## config.mk

```make
export PLATFORM = sky130hd
export DESIGN_NAME = pipe_stage_buf
export DESIGN_NICKNAME = d
export VERILOG_FILES = /design/src/rtl/pipe_stage_buf.sv
export SDC_FILE = /design/constraint.sdc
export NUM_CORES = 1
export LEC_CHECK = 0
export BUFFER_PORTS_ARGS = -buffer_cell sky130_fd_sc_hd__buf_2
export CAP_MARGIN = 40
export CORE_MARGIN = 2
export CORE_UTILIZATION = 51
export DETAILED_ROUTE_END_ITERATION = 10
export PLACE_DENSITY = 0.75
export SYNTH_ARGS = -nofsm -noshare
export SYNTH_HDL_FRONTEND = slang
export SYNTH_SLANG_ARGS = --single-unit
export TNS_END_PERCENT = 100
```

## constraint.sdc

```tcl
create_clock -name clk -period 2.6 [get_ports clk]
set_input_delay 0.13 -clock clk [delete_from_list [all_inputs] [get_ports clk]]
set_output_delay 0.13 -clock clk [all_outputs]
set_load 0.01 [all_outputs]
```

## src/rtl/pipe_stage_buf.sv

```systemverilog
// pipe_stage_buf: elastic inter-stage pipeline buffer with a valid/ready
// handshake. It holds up to DEPTH entries in a circular buffer and shows a
// bubble (NOP) value whenever it is empty. It also keeps a saturating count of
// the valid entries that flushes discard.
module pipe_stage_buf #(
  parameter int                 DATA_W     = 32,
  parameter int                 DEPTH      = 2,
  parameter logic [DATA_W-1:0]  BUBBLE_VAL = '0
) (
  input  logic              clk,
  input  logic              rst,
  input  logic              flush,
  input  logic              in_valid,
  input  logic [DATA_W-1:0] in_data,
  output logic              in_ready,
  output logic              out_valid,
  output logic [DATA_W-1:0] out_data,
  input  logic              out_ready,
  output logic [2:0]        count,
  output logic [7:0]        flush_drops
);

  // Storage is sized for the largest legal DEPTH. A 2-bit pointer can then
  // index it directly, and entries at or above DEPTH are never addressed.
  localparam int             SLOTS    = 4;
  localparam logic [2:0]     DEPTH_C  = 3'(DEPTH);
  localparam logic [1:0]     LAST_PTR = 2'(DEPTH - 1);

  logic [DATA_W-1:0] mem_q [SLOTS];
  logic [DATA_W-1:0] mem_d [SLOTS];
  logic [1:0]        rd_ptr_q, rd_ptr_d;
  logic [1:0]        wr_ptr_q, wr_ptr_d;
  logic [2:0]        count_q, count_d;
  logic [7:0]        flush_drops_q, flush_drops_d;

  logic              in_ready_s;
  logic              out_valid_s;
  logic              push_s;
  logic              pop_s;
  logic [8:0]        drop_sum_s;

  // Advance a pointer by one, wrapping modulo DEPTH.
  function automatic logic [1:0] ptr_inc(input logic [1:0] p);
    if (p == LAST_PTR) begin
      return 2'd0;
    end else begin
      return p + 2'd1;
    end
  endfunction

  // Handshake status derived only from registered occupancy. out_ready has no
  // path to in_ready.
  always_comb begin
    in_ready_s  = (count_q < DEPTH_C);
    out_valid_s = (count_q != 3'd0);
    push_s      = in_valid && in_ready_s;
    pop_s       = out_valid_s && out_ready;
    drop_sum_s  = {1'b0, flush_drops_q} + {6'd0, count_q};
  end

  // Next-state computation. Flush outranks push/pop; reset is applied in the
  // register process.
  always_comb begin
    mem_d         = mem_q;
    rd_ptr_d      = rd_ptr_q;
    wr_ptr_d      = wr_ptr_q;
    count_d       = count_q;
    flush_drops_d = flush_drops_q;
    if (flush) begin
      rd_ptr_d      = 2'd0;
      wr_ptr_d      = 2'd0;
      count_d       = 3'd0;
      flush_drops_d = drop_sum_s[8] ? 8'hFF : drop_sum_s[7:0];
    end else begin
      if (push_s) begin
        mem_d[wr_ptr_q] = in_data;
        wr_ptr_d        = ptr_inc(wr_ptr_q);
      end else begin
        wr_ptr_d = wr_ptr_q;
      end
      if (pop_s) begin
        rd_ptr_d = ptr_inc(rd_ptr_q);
      end else begin
        rd_ptr_d = rd_ptr_q;
      end
      case ({push_s, pop_s})
        2'b10:   count_d = count_q + 3'd1;
        2'b01:   count_d = count_q - 3'd1;
        default: count_d = count_q;
      endcase
    end
  end

  // Control state registers with synchronous reset.
  always_ff @(posedge clk) begin
    if (rst) begin
      rd_ptr_q      <= 2'd0;
      wr_ptr_q      <= 2'd0;
      count_q       <= 3'd0;
      flush_drops_q <= 8'd0;
    end else begin
      rd_ptr_q      <= rd_ptr_d;
      wr_ptr_q      <= wr_ptr_d;
      count_q       <= count_d;
      flush_drops_q <= flush_drops_d;
    end
  end

  // Payload storage. It is not reset because out_data is masked while empty.
  always_ff @(posedge clk) begin
    mem_q <= mem_d;
  end

  // Outputs come straight from registers, or through the bubble mux.
  always_comb begin
    in_ready    = in_ready_s;
    out_valid   = out_valid_s;
    count       = count_q;
    flush_drops = flush_drops_q;
    if (out_valid_s) begin
      out_data = mem_q[rd_ptr_q];
    end else begin
      out_data = BUBBLE_VAL;
    end
  end

endmodule
```

==> impl_results.md <==
- RSZ-0062 raised after global routing: no
- Die area: 12030 um2
- Setup ws final: 0.1800 ns
- Port bufs: 81
- Clock Power Share: 41.5%
- Vias in the first global route: 3111
- Tightest Hold Check Type: in -> reg
- Clk_lat worst skew: 0.51 ns
- Yosys reg bits: 143
- CTS tree: yes
- Clock-pin transition on the worst setup and hold timing paths: 0.06 ns
- Routing usage on met2: 31.17%
- Top cells by area, synth: edfxtp_1, mux4_2, dfxtp_1
- Fmax: 413.2 MHz
- Worst EP required: 2.47 ns
- Worst EP arrival: 2.29 ns
- FILL cells: 760
- Die H: 109.7 um
- Slowest CP cell: dfxtp_2
- Io pins: 82
- Clock Skews: 0.009715 ns
- Critical Path Sink Type: output pin
- Cell variety after synth: 40
- Seq pwr share: 52.0%
- Final Core Density: 65.81%
- Sequential area share after synthesis: 72.73%
- DRC Markers: 0
- Routed Antenna Nets: 0
- Ys Warns: 0
- Biggest cell delay along the critical path: 0.60 ns
- Final cell count without fillers: 582
- Layer with the highest usage: met2
- Placed cells: 517
- Met1 usage: 23.55%
- Area Overhead vs Synth: 25.76%
- Number of setup violations in the final report: 0
- Max-slew violations: 0
- Wire length per cell: 17.73 um
- Peak supply drop: 383.6 uV
- Int Power: 3.943 mW
- CTS sink cnt: 143
- Layout net count: 473
- # diodes: 0
- Largest net degree at the start of global routing: 33
- Comb pwr share: 6.5%
- Global route total overflow: 0
- Antenna violations before repair: 0
- Pre-CTS setup slack: 0.5273 ns
- Fin crit period: 2.420 ns
- Core Region: 10890 um2
- Met3 global-route usage: 5.572%
- Power per Cell Area: 689.2 nW/um2
- DRT iter0 DRCs: 226
- Mapped cell area: 5698 um2
- H-Tree Depth: 4
- Starting Density: 52.33%
- Cell row count: 38
- CP top delay family: flip-flops
- Vias per cell: 5.338
- Post-DP HPWL: 6456 um
- Clk buf depth: 2
- Share of the synthesized area in the top cell type: 67.46%
- Tot GR Track Use: 18.61%
- Final hold vios: 0
- Slew HR: 62.86%
- Final WL: 10320 um
- First-pass DRT Iterations: 5
- DIE WIDTH: 109.7 um
- Overall via count from detail_route: 3107
- Max-capacitance violation count: 0
- First-pass GRT wire length: 16180 um
- Root buf cell: clkbuf_8
- Worst reg-to-reg setup slack: 0.52 ns
- Layout cells sized above 1: 33.94%
- Switching Fraction: 20.17%
- Critical path, cell by cell: buf_4 -> mux4_1 -> and2_1 -> buf_2
- Crit Path Class: reg -> out
- Synthesized instance count: 297
- Syn avg cell area: 19.19 um2
- Num CTS Buffers: 17
- Top fanout value on the critical path: 11
- Sw Pwr: 0.9960 mW
- Synth area leader: edfxtp_1
- Ratio of final minimum period to clock period: 93.08%
- Status: complete, no violations
- Crit path buf inv count: 2
- Critical Path Source Type: register
- P_leak: 2.587 nW
- GPL Wtd Cong: 0.7693
- # Post-CTS Setup Buffers: 0
- Worst Tran Pin Value: 0.5538 ns
- Syn Nets: 340
[stage by stage]
stage | power, mW | instance area [um2] | TNS (ns) | hold WS [ns]
after floorplan | 2.767 | 5698 | -8.038 | 0.2289
after global placement | 2.883 | 6310 | 0 | 0.3404
after detailed placement | 2.899 | 6325 | 0 | 0.3498
after CTS | 4.983 | 7166 | 0 | 0.03553
after global routing | 5.120 | 7166 | 0 | 0.06383
final | 4.939 | 7166 | 0 | 0.06607
[state kept, by name, summed over array words and instances, names as in the netlist]
signal / flops
mem_q: 128
wr_ptr_q: 2
count: 3
rd_ptr_q: 2
flush_drops: 8
[cells in the mapped netlist]
cell type and count:
dfxtp_1 15, and3_1 2, nand3b_1 1, a21oi_1 3
a2111oi_0 1, mux4_2 28, and4_1 1, nand2b_1 1
o21ai_1 1, a41o_1 1, a21o_1 1, nor2b_1 1
or3_1 3, mux4_1 4, xor2_1 3, o31a_1 1
a211oi_1 3, buf_6 1, or2_2 1, fa_1 2
nand2_1 3, ha_1 4, xnor2_1 2, inv_1 8
nor3b_1 1, a31oi_1 4, or4_1 2, buf_12 3
o21ai_0 2, and2_1 32, buf_2 3, nor2_1 15
a311oi_1 3, edfxtp_1 128, clkbuf_1 6, o31ai_1 2
o311a_1 1, nand4_1 2, a21boi_0 1, nand3_1 1
[cells by family (layout without fill, tap and decap cells)]
group | after synthesis | after routing | share of synthesized area, %
buffers and inverters | 21 | 166 | 2.437
xor gates and xnor gates | 5 | 5 | 0.7687
AOI/OAI and AO/OA | 24 | 24 | 3.008
muxes | 32 | 32 | 12.91
and+or+nand+nor | 66 | 66 | 6.566
adders and majority gates | 6 | 6 | 1.581
DFF | 143 | 143 | 72.73
[area by class of cell]
type | instances | area [um2] | share of cell area [%]
flip-flops and latches | 143 | 4146 | 57.87
multi-input cells | 133 | 1445 | 20.17
repair buffers | 127 | 868.3 | 12.12
clock buffers | 20 | 425.4 | 5.937
well taps | 140 | 175.2 | 2.445
clock inverters | 11 | 75.07 | 1.048
inverters | 8 | 30.03 | 0.4191
[what timing repair did]
item / CTS / global route
setup endpoints to repair: 0 / 0
endpoints found under the hold margin: 138 / 0
hold buffers: 34 / 0
gates resized for setup: 0 / 0
[metal layers]
layer,share of wire [%],up-vias
met5,0,-
met4,0.51,0
met3,4.3,6
met2,51,88
met1,44,1552
li1,-,1461
[power by group through the flow]
stage / sequential [mW] / combinational, mW / clock [mW]
after global placement: 2.61 / 0.273 / 0
final: 2.57 / 0.322 / 2.05
after detailed placement: 2.61 / 0.286 / 0
after CTS: 2.57 / 0.326 / 2.09
after floorplan: 2.61 / 0.156 / 0
after global routing: 2.57 / 0.356 / 2.19
[worst paths after layout]
kind,cells past startpoint,end,from
setup / recovery,4,out_data[1],rd_ptr_q[0]
hold / removal,3,flush_drops[1],flush
setup reg to reg,8,count[2],count[1]
hold reg to reg,1,wr_ptr_q[1],wr_ptr_q[1]
[worst reg2reg max path, delay by kind of cell, from the launching register on]
| kind | cells | cell delay, ns |
|---|---|---|
| flops | 1 | 0.56 |
| fa+ha+maj | 2 | 0.55 |
| simple gates | 1 | 0.30 |
| compound gates | 2 | 0.29 |
| xor+xnor | 1 | 0.16 |
| buf+inv | 2 | 0.16 |
[layout by cell type, fill, tap and decap left out, types with 3 or more instances in the layout]
| cell type | instances |
|---|---|
| xor2_1 | 3 |
| a21oi_1 | 3 |
| dlygate4sd3_1 | 34 |
| clkinv_2 | 3 |
| or3_1 | 3 |
| buf_4 | 9 |
| a31oi_1 | 4 |
| mux4_2 | 28 |
| a211oi_1 | 3 |
| nor2_4 | 4 |
| inv_1 | 8 |
| a311oi_1 | 3 |
| mux4_1 | 4 |
| ha_1 | 4 |
| clkbuf_1 | 3 |
| clkinv_1 | 6 |
| dfxtp_1 | 13 |
| and2_1 | 32 |
| clkbuf_16 | 16 |
| nor2_1 | 11 |
| edfxtp_1 | 128 |
| buf_2 | 81 |
| nand2_1 | 3 |
Power figures use the tool's default switching activity.
